==> config.mk <==
export PLATFORM = sky130hd
export DESIGN_NAME = fetch_entry_queue_flat
export DESIGN_NICKNAME = d
export VERILOG_FILES = /design/src/rtl/fetch_entry_queue_if.sv /design/src/rtl/fetch_entry_queue.sv /design/src/flat_wrapper.sv
export SDC_FILE = /design/constraint.sdc
export NUM_CORES = 1
export LEC_CHECK = 0
export ABC_AREA = 1
export CORE_MARGIN = 2
export CORE_UTILIZATION = 40
export DETAILED_ROUTE_END_ITERATION = 8
export GPL_ROUTABILITY_DRIVEN = 0
export GPL_TIMING_DRIVEN = 0
export HOLD_SLACK_MARGIN = 0.05
export PLACE_DENSITY = 0.57
export SYNTH_ARGS = -nofsm -noshare
export SYNTH_HDL_FRONTEND = slang
export SYNTH_SLANG_ARGS = --single-unit
==> constraint.sdc <==
create_clock -name clk_i -period 13 [get_ports clk_i]
set_clock_uncertainty 0.1 [all_clocks]
set_input_delay 1.3 -clock clk_i [delete_from_list [all_inputs] [get_ports clk_i]]
set_output_delay 1.3 -clock clk_i [all_outputs]
set_load 0.005 [all_outputs]
==> src/rtl/fetch_entry_queue_if.sv <==
`default_nettype none
// +----------------------------------------------------------------------------+
// | fetch_entry_queue_if                                                       |
// | Push (frontend) and fetch-entry (decode) handshake bundle for the queue.   |
// | Revision: 1.0                                                              |
// +----------------------------------------------------------------------------+
interface fetch_entry_queue_if #(
    parameter int DEPTH   = 4,
    parameter int ADDR_W  = 64,
    parameter int INSTR_W = 32
);
    localparam int CNT_W = $clog2(DEPTH) + 1;

    logic               flush_i;
    logic               push_valid_i;
    logic               push_ready_o;
    logic [ADDR_W-1:0]  push_addr_i;
    logic [INSTR_W-1:0] push_instr_i;
    logic               push_ex_valid_i;
    logic               fetch_entry_valid_o;
    logic               fetch_entry_ready_i;
    logic [ADDR_W-1:0]  fetch_entry_addr_o;
    logic [INSTR_W-1:0] fetch_entry_instr_o;
    logic               fetch_entry_ex_valid_o;
    logic [CNT_W-1:0]   count_o;

    modport slave (
        input  flush_i, push_valid_i, push_addr_i, push_instr_i, push_ex_valid_i,
               fetch_entry_ready_i,
        output push_ready_o, fetch_entry_valid_o, fetch_entry_addr_o,
               fetch_entry_instr_o, fetch_entry_ex_valid_o, count_o
    );

    modport master (
        output flush_i, push_valid_i, push_addr_i, push_instr_i, push_ex_valid_i,
               fetch_entry_ready_i,
        input  push_ready_o, fetch_entry_valid_o, fetch_entry_addr_o,
               fetch_entry_instr_o, fetch_entry_ex_valid_o, count_o
    );
endinterface
`default_nettype wire

==> src/rtl/fetch_entry_queue.sv <==
`default_nettype none
// +----------------------------------------------------------------------------+
// | fetch_entry_queue                                                          |
// | Small FIFO of fetched instructions feeding decode, with flush and a sticky |
// | exception stall that blocks new entries until the next flush.              |
// | Revision: 1.0                                                              |
// +----------------------------------------------------------------------------+
module fetch_entry_queue #(
    parameter int DEPTH   = 4,
    parameter int ADDR_W  = 64,
    parameter int INSTR_W = 32
) (
    input  logic           clk_i,
    input  logic           rst_i,
    fetch_entry_queue_if.slave q
);
    localparam int PTR_W = $clog2(DEPTH);
    localparam int CNT_W = PTR_W + 1;
    localparam logic [CNT_W-1:0] FULL_CNT = CNT_W'(DEPTH);

    logic [ADDR_W-1:0]  addr_mem  [DEPTH];
    logic [INSTR_W-1:0] instr_mem [DEPTH];
    logic               ex_mem    [DEPTH];

    logic [PTR_W-1:0] rd_ptr;
    logic [PTR_W-1:0] wr_ptr;
    logic [CNT_W-1:0] count;
    logic             ex_stall;

    logic push_ready;
    logic head_valid;
    logic do_push;
    logic do_pop;

    // Ready is a function of registered state only, so decode backpressure
    // never reaches the frontend combinationally.
    always_comb begin
        push_ready = (count < FULL_CNT) && !ex_stall;
        head_valid = (count != '0);
        do_push    = q.push_valid_i && push_ready && !q.flush_i;
        do_pop     = head_valid && q.fetch_entry_ready_i && !q.flush_i;
    end

    always_ff @(posedge clk_i) begin
        if (rst_i) begin
            for (int i = 0; i < DEPTH; i++) begin
                addr_mem[i]  <= '0;
                instr_mem[i] <= '0;
                ex_mem[i]    <= 1'b0;
            end
            rd_ptr   <= '0;
            wr_ptr   <= '0;
            count    <= '0;
            ex_stall <= 1'b0;
        end else if (q.flush_i) begin
            rd_ptr   <= '0;
            wr_ptr   <= '0;
            count    <= '0;
            ex_stall <= 1'b0;
        end else begin
            if (do_push) begin
                addr_mem[wr_ptr]  <= q.push_addr_i;
                instr_mem[wr_ptr] <= q.push_instr_i;
                ex_mem[wr_ptr]    <= q.push_ex_valid_i;
                wr_ptr            <= wr_ptr + 1'b1;
                if (q.push_ex_valid_i) begin
                    ex_stall <= 1'b1;
                end
            end
            if (do_pop) begin
                rd_ptr <= rd_ptr + 1'b1;
            end
            case ({do_push, do_pop})
                2'b10:   count <= count + 1'b1;
                2'b01:   count <= count - 1'b1;
                default: count <= count;
            endcase
        end
    end

    assign q.push_ready_o           = push_ready;
    assign q.fetch_entry_valid_o    = head_valid;
    assign q.fetch_entry_addr_o     = addr_mem[rd_ptr];
    assign q.fetch_entry_instr_o    = instr_mem[rd_ptr];
    assign q.fetch_entry_ex_valid_o = ex_mem[rd_ptr];
    assign q.count_o                = count;

endmodule
`default_nettype wire

==> src/flat_wrapper.sv <==
// flat-port wrapper written by rule: the top's interface ports become plain ports
module fetch_entry_queue_flat 
#(
    parameter int DEPTH   = 4,
    parameter int ADDR_W  = 64,
    parameter int INSTR_W = 32
)
  (clk_i, rst_i, q_flush_i, q_push_valid_i, q_push_addr_i, q_push_instr_i, q_push_ex_valid_i, q_fetch_entry_ready_i, q_push_ready_o, q_fetch_entry_valid_o, q_fetch_entry_addr_o, q_fetch_entry_instr_o, q_fetch_entry_ex_valid_o, q_count_o);
  fetch_entry_queue_if #(.DEPTH(DEPTH), .ADDR_W(ADDR_W), .INSTR_W(INSTR_W)) q_i ();
  input  logic clk_i;
  input  logic rst_i;
  input wire logic [$bits(q_i.flush_i)-1:0] q_flush_i;
  input wire logic [$bits(q_i.push_valid_i)-1:0] q_push_valid_i;
  input wire logic [$bits(q_i.push_addr_i)-1:0] q_push_addr_i;
  input wire logic [$bits(q_i.push_instr_i)-1:0] q_push_instr_i;
  input wire logic [$bits(q_i.push_ex_valid_i)-1:0] q_push_ex_valid_i;
  input wire logic [$bits(q_i.fetch_entry_ready_i)-1:0] q_fetch_entry_ready_i;
  output wire logic [$bits(q_i.push_ready_o)-1:0] q_push_ready_o;
  output wire logic [$bits(q_i.fetch_entry_valid_o)-1:0] q_fetch_entry_valid_o;
  output wire logic [$bits(q_i.fetch_entry_addr_o)-1:0] q_fetch_entry_addr_o;
  output wire logic [$bits(q_i.fetch_entry_instr_o)-1:0] q_fetch_entry_instr_o;
  output wire logic [$bits(q_i.fetch_entry_ex_valid_o)-1:0] q_fetch_entry_ex_valid_o;
  output wire logic [$bits(q_i.count_o)-1:0] q_count_o;
  assign q_i.flush_i = q_flush_i;
  assign q_i.push_valid_i = q_push_valid_i;
  assign q_i.push_addr_i = q_push_addr_i;
  assign q_i.push_instr_i = q_push_instr_i;
  assign q_i.push_ex_valid_i = q_push_ex_valid_i;
  assign q_i.fetch_entry_ready_i = q_fetch_entry_ready_i;
  assign q_push_ready_o = q_i.push_ready_o;
  assign q_fetch_entry_valid_o = q_i.fetch_entry_valid_o;
  assign q_fetch_entry_addr_o = q_i.fetch_entry_addr_o;
  assign q_fetch_entry_instr_o = q_i.fetch_entry_instr_o;
  assign q_fetch_entry_ex_valid_o = q_i.fetch_entry_ex_valid_o;
  assign q_count_o = q_i.count_o;
  fetch_entry_queue #(.DEPTH(DEPTH), .ADDR_W(ADDR_W), .INSTR_W(INSTR_W)) u_core (.clk_i(clk_i), .rst_i(rst_i), .q(q_i));
endmodule
[Word-level counts from Yosys, hierarchy flattened]
Memories as Yosys holds them, arrays and structs flattened. A register that Yosys moved wholly into a read port is not among the register bits.
Cells that the tools add are included.
Word-level totals
  bits in registers: 8
  bits in writable memories: 388
  output and inout bits: 102
  memories: 3
Operators by class
  add/sub/neg operators: 4
  $lt $le $gt $ge: 1
  equal/unequal tests: 2
  mux-type cells: 22
  reduce and logical (&&, ||, !) cells: 14
Memory list
  u_core.addr_mem: depth 4, width 64, read ports 1, clocked after memory_dff 1, write ports 4, line fetch_entry_queue.sv:21  | logic [ADDR_W-1:0] addr_mem [DEPTH];
  u_core.instr_mem: depth 4, width 32, read ports 1, clocked after memory_dff 1, write ports 4, line fetch_entry_queue.sv:22  | logic [INSTR_W-1:0] instr_mem [DEPTH];
  u_core.ex_mem: depth 4, width 1, read ports 1, clocked after memory_dff 1, write ports 4, line fetch_entry_queue.sv:23  | logic ex_mem [DEPTH];
Operators with widths (count)
  $mux 64: 1
  $reduce_or 64->1: 1
  $mux 32: 1
  $reduce_or 32->1: 1
  $mux 2: 9
  $mux 1: 10
  $pmux 3 s2: 1
  $logic_and 1x1->1: 5
  $add 2x1->2 const B: 2
  $add 3x1->3 const B: 1
  $lt 3x3->1 const B: 1
  $reduce_bool 3->1: 1
  $sub 3x1->3 const B: 1
  $eq 2x1->1 const B: 1
  $eq 2x2->1 const B: 1
  $logic_not 1->1: 2
  $reduce_and 2->1: 1
  $reduce_bool 2->1: 1
  $reduce_or 2->1: 1
  $reduce_or 1->1: 1

[Logic depth before layout (Yosys ltp)]
  depth after elaboration: 10
  gate-level depth with buffers: 13
  gate-level depth less buffers: 13

[Worst setup path after synthesis]
OpenSTA, ideal clock, no wires.
  kind: input -> register
  start: input port q_flush_i
  end: memory u_core.addr_mem[3][0] (enable)
  library setup time: 686 ps
  arrival time: 8450 ps
  path slack: 3763 ps
  stages: 5
  cell sequence: inv_2 -> nand2_2 -> nor2_4 -> nand2_1 -> o21ai_0
RTL lines
  start, declared: line flat_wrapper.sv:12  | input wire logic [$bits(q_i.flush_i)-1:0] q_flush_i;
  end, declared: line fetch_entry_queue.sv:21

==> qor.txt <==
RUN STATUS
-----------------------------------------------------------------------------------------------
Status ........................................................................... finished clean

GRT
-----------------------------------------------------------------------------------------------
Via count of the first global-routing pass .......................................       12,300
Overall Global Routing Usage .....................................................        0.213
Pin count of the biggest net entering global routing .............................           54
Grt total ovfl ...................................................................            0
First-pass GRT wire length .......................................................    71,100 um
Initial antenna violation count ..................................................            1

CRITICAL PATH
-----------------------------------------------------------------------------------------------
Classification of the worst setup path ........................................... register to output port
Endpoint type of the worst setup path ............................................  output port
Worst reg2reg setup slack ........................................................      9.82 ns
Worst-path maximum fanout ........................................................           10
Arr. time, crit path .............................................................      3.22 ns
Sort of element at the start of the critical path ................................     register
Data required time of the critical path ..........................................     11.60 ns

CELLS AND AREA
-----------------------------------------------------------------------------------------------
Total non-filler cell area in the finished layout ................................   21,500 um2
Area Overhead vs Synth ...........................................................        25.5%
Number of cells in the finished layout apart from fillers ........................        2,376
Number of fillers in the final layout ............................................        3,785
Fraction of layout cells with a size suffix above 1 ..............................       0.0860
Post-layout utilization of the core ..............................................        0.510
Antenna diodes ...................................................................            0
Post-layout net count ............................................................        1,907

PLACED DESIGN
-----------------------------------------------------------------------------------------------
DPL Wire Length ..................................................................    29,900 um
Count of buffers inserted at the top-level ports .................................          203
Placed instance count ............................................................        2,295
Placed standard-cell area ........................................................   20,100 um2

SYNTH
-----------------------------------------------------------------------------------------------
Synth Area per Inst ..............................................................     11.1 um2
YS warnings ......................................................................            0
Sequential area share after synthesis ............................................        0.692
Mapped Nets ......................................................................        1,647
Unique masters post-synth ........................................................           25
Total of flip-flops plus latches after synthesis .................................          398
Syn Inst Count ...................................................................        1,543
Area of the mapped netlist .......................................................   17,100 um2

ROUTING
-----------------------------------------------------------------------------------------------
Total number of vias .............................................................       12,200
DR WL met2 .......................................................................    23,200 um
Final antenna-violating net count ................................................            0
Final routed wire length divided by cell count ...................................      19.9 um
Sum of routed wire length over all layers ........................................    47,200 um
Via count normalized by instance count ...........................................         5.14
Total length of routed met3 wires ................................................      3080 um
Highest metal layer with signal wires ............................................         met5
DRC marker count from the first detailed-route iteration .........................          941
Residual DRC .....................................................................            0
Met1 WL ..........................................................................    19,800 um
Number of search-and-repair iterations in the first detailed-routing pass ........            5

POWER
-----------------------------------------------------------------------------------------------
Total power consumption of the routed design .....................................      2.90 mW
Maximum ir drop on the vdd rail ..................................................      77.6 uV
Static power due to leakage ......................................................      8.81 nW
Power per unit of standard cell area .............................................   135 nW/um2

FLOW RUN
-----------------------------------------------------------------------------------------------
Max capacitance violation total ..................................................            0

STA
-----------------------------------------------------------------------------------------------
Tightest hold margin .............................................................     0.385 ns
Top achievable clock speed .......................................................      216 MHz
Final min period .................................................................      4.62 ns
Final setup vio count ............................................................            0
Transition time of the tightest slew-check pin ...................................     0.861 ns
Number of hold-slack violations in the final timing report .......................            0
Tcrit/Tclk final .................................................................        0.356
RSZ-0062 raised after global routing .............................................           no
Final count of pins violating max slew ...........................................            0
Relative slew margins ............................................................        0.426

FLOORPLAN
-----------------------------------------------------------------------------------------------
Starting density of the core .....................................................        0.406
Total I/O pin count ..............................................................          204
Die boundary height ..............................................................       211 um
Overall die width ................................................................       211 um
Std cell rows ....................................................................           75
Floorplan die area ...............................................................   44,500 um2
Core footprint ...................................................................   42,100 um2

CLOCK NETWORK
-----------------------------------------------------------------------------------------------
Cell at the root of the clock tree ............................................... sky130_fd_sc_hd__clkbuf_16
Total clock buffers created by CTS ...............................................           45
Number of setup buffers added after CTS ..........................................            0
Max H-tree Level .................................................................            2
Hold_buf cts .....................................................................            0
Resize count post-CTS ............................................................            0
Insertion delay to the later sink of the worst-skew pair .........................      0.57 ns
Count of clock tree sinks ........................................................          398
Max Buffers Root-to-Sink .........................................................            3
Clock input transition at the sequential cells of the worst setup and hold paths .      0.06 ns
TritonCTS clock tree .............................................................          yes

WORST HOLD PATH
-----------------------------------------------------------------------------------------------
Worst min-delay path class ....................................................... register to register

## critical path, cell delays in order (launching register included)
cell	delay, ns
sky130_fd_sc_hd__dfxtp_1	0.48
sky130_fd_sc_hd__inv_1	0.39
sky130_fd_sc_hd__clkbuf_2	0.33
sky130_fd_sc_hd__clkbuf_1	0.43
sky130_fd_sc_hd__o21ai_0	0.16
sky130_fd_sc_hd__o22ai_1	0.29
sky130_fd_sc_hd__clkdlybuf4s50_1	0.56
## through the flow
step	worst slack, ns	TNS [ns]
6_report	8.38	0
5_1_grt	8.22	0
4_1_cts	8.36	0
3_5_place_dp	8.97	0
3_3_place_gp	-2.72	-494.40
2_1_floorplan	3.76	0
## sequential cells by signal, summed over array words and instances (netlist names), named ones only
register and cells:
u_core.rd_ptr 2, u_core.ex_mem 4, u_core.addr_mem 256, u_core.instr_mem 128, u_core.ex_stall 1, u_core.wr_ptr 2, u_core.q.count_o 3
## cells in the final DEF (no fill, tap or decap), drive strengths merged
master	count
edfxtp	388
clkbuf	129
o22ai	97
ha	1
nor2	496
clkdlybuf4s50	203
buf	48
nor3	1
a21oi	5
fa	1
inv	117
o21ai	198
nand4	2
clkinv	15
nand3	3
nand2	123
dfxtp	10
## cells by family after synthesis
logic type	Yosys count	synth area share
flip-flops	398	0.692
buffers and inverters	218	0.0551
AO/OA/AOI/OAI	300	0.0948
adder cells (fa/ha/maj)	2	0.00190
AND/OR/NAND/NOR	625	0.156
## layout make-up
class	instances	area [um2]	share of cell area
Buffer	102	507	0.0236
Tap cell	539	674	0.0314
Clock inverter	16	86.3	0.00402
Clock buffer	65	1310	0.0608
Inverter	116	437	0.0203
Sequential cell	398	11900	0.552
Timing Repair Buffer	213	2250	0.105
Multi-Input combinational cell	927	4360	0.203
## synth_stat cells
cell | n | area (um2)
sky130_fd_sc_hd__o21ai_0 | 198 | 991
sky130_fd_sc_hd__nand2_4 | 40 | 450
sky130_fd_sc_hd__nor2_4 | 1 | 11.3
sky130_fd_sc_hd__clkbuf_2 | 2 | 10.0
sky130_fd_sc_hd__nand2_2 | 2 | 12.5
sky130_fd_sc_hd__ha_1 | 1 | 12.5
sky130_fd_sc_hd__inv_2 | 3 | 11.3
sky130_fd_sc_hd__buf_1 | 3 | 11.3
sky130_fd_sc_hd__nor3_1 | 1 | 5.00
sky130_fd_sc_hd__buf_2 | 27 | 135
sky130_fd_sc_hd__edfxtp_1 | 388 | 11700
sky130_fd_sc_hd__clkbuf_1 | 62 | 233
sky130_fd_sc_hd__buf_8 | 1 | 15.0
sky130_fd_sc_hd__nor2_1 | 495 | 1860
sky130_fd_sc_hd__inv_1 | 112 | 420
sky130_fd_sc_hd__dfxtp_1 | 10 | 200
sky130_fd_sc_hd__nand4_1 | 2 | 12.5
sky130_fd_sc_hd__nand3_1 | 3 | 15.0
sky130_fd_sc_hd__clkinv_2 | 1 | 5.00
sky130_fd_sc_hd__buf_4 | 3 | 22.5
sky130_fd_sc_hd__a21oi_1 | 5 | 25.0
sky130_fd_sc_hd__fa_1 | 1 | 20.0
sky130_fd_sc_hd__o22ai_1 | 97 | 607
sky130_fd_sc_hd__nand2_1 | 81 | 304
sky130_fd_sc_hd__buf_12 | 4 | 80.1
## final timing paths
check,end,cells past startpoint,from
setup / recovery,q_fetch_entry_addr_o[21],6,register
hold / removal,u_core.ex_stall$_SDFFE_PP0P_,2,u_core.ex_stall$_SDFFE_PP0P_
setup reg to reg,u_core.addr_mem[0][36]$_SDFFCE_PN0P_,7,u_core.wr_ptr[1]$_SDFFE_PP0P_
hold reg to reg,u_core.ex_stall$_SDFFE_PP0P_,2,u_core.ex_stall$_SDFFE_PP0P_
## layer usage
layer / up-vias / GRT usage
li1: 5797 / -
met1: 5929 / 0.283
met2: 416 / 0.363
met3: 72 / 0.0342
met4: 2 / 0.0612
met5: - / 0
## where the power goes
group	switching, mW	internal [mW]	total (mW)
Combinational	0.119	0.0992	0.218
Sequential	0.0140	1.47	1.48
Clock	0.505	0.698	1.20
Total	0.638	2.26	2.90
No activity file was read; power rests on OpenSTA's default activity.
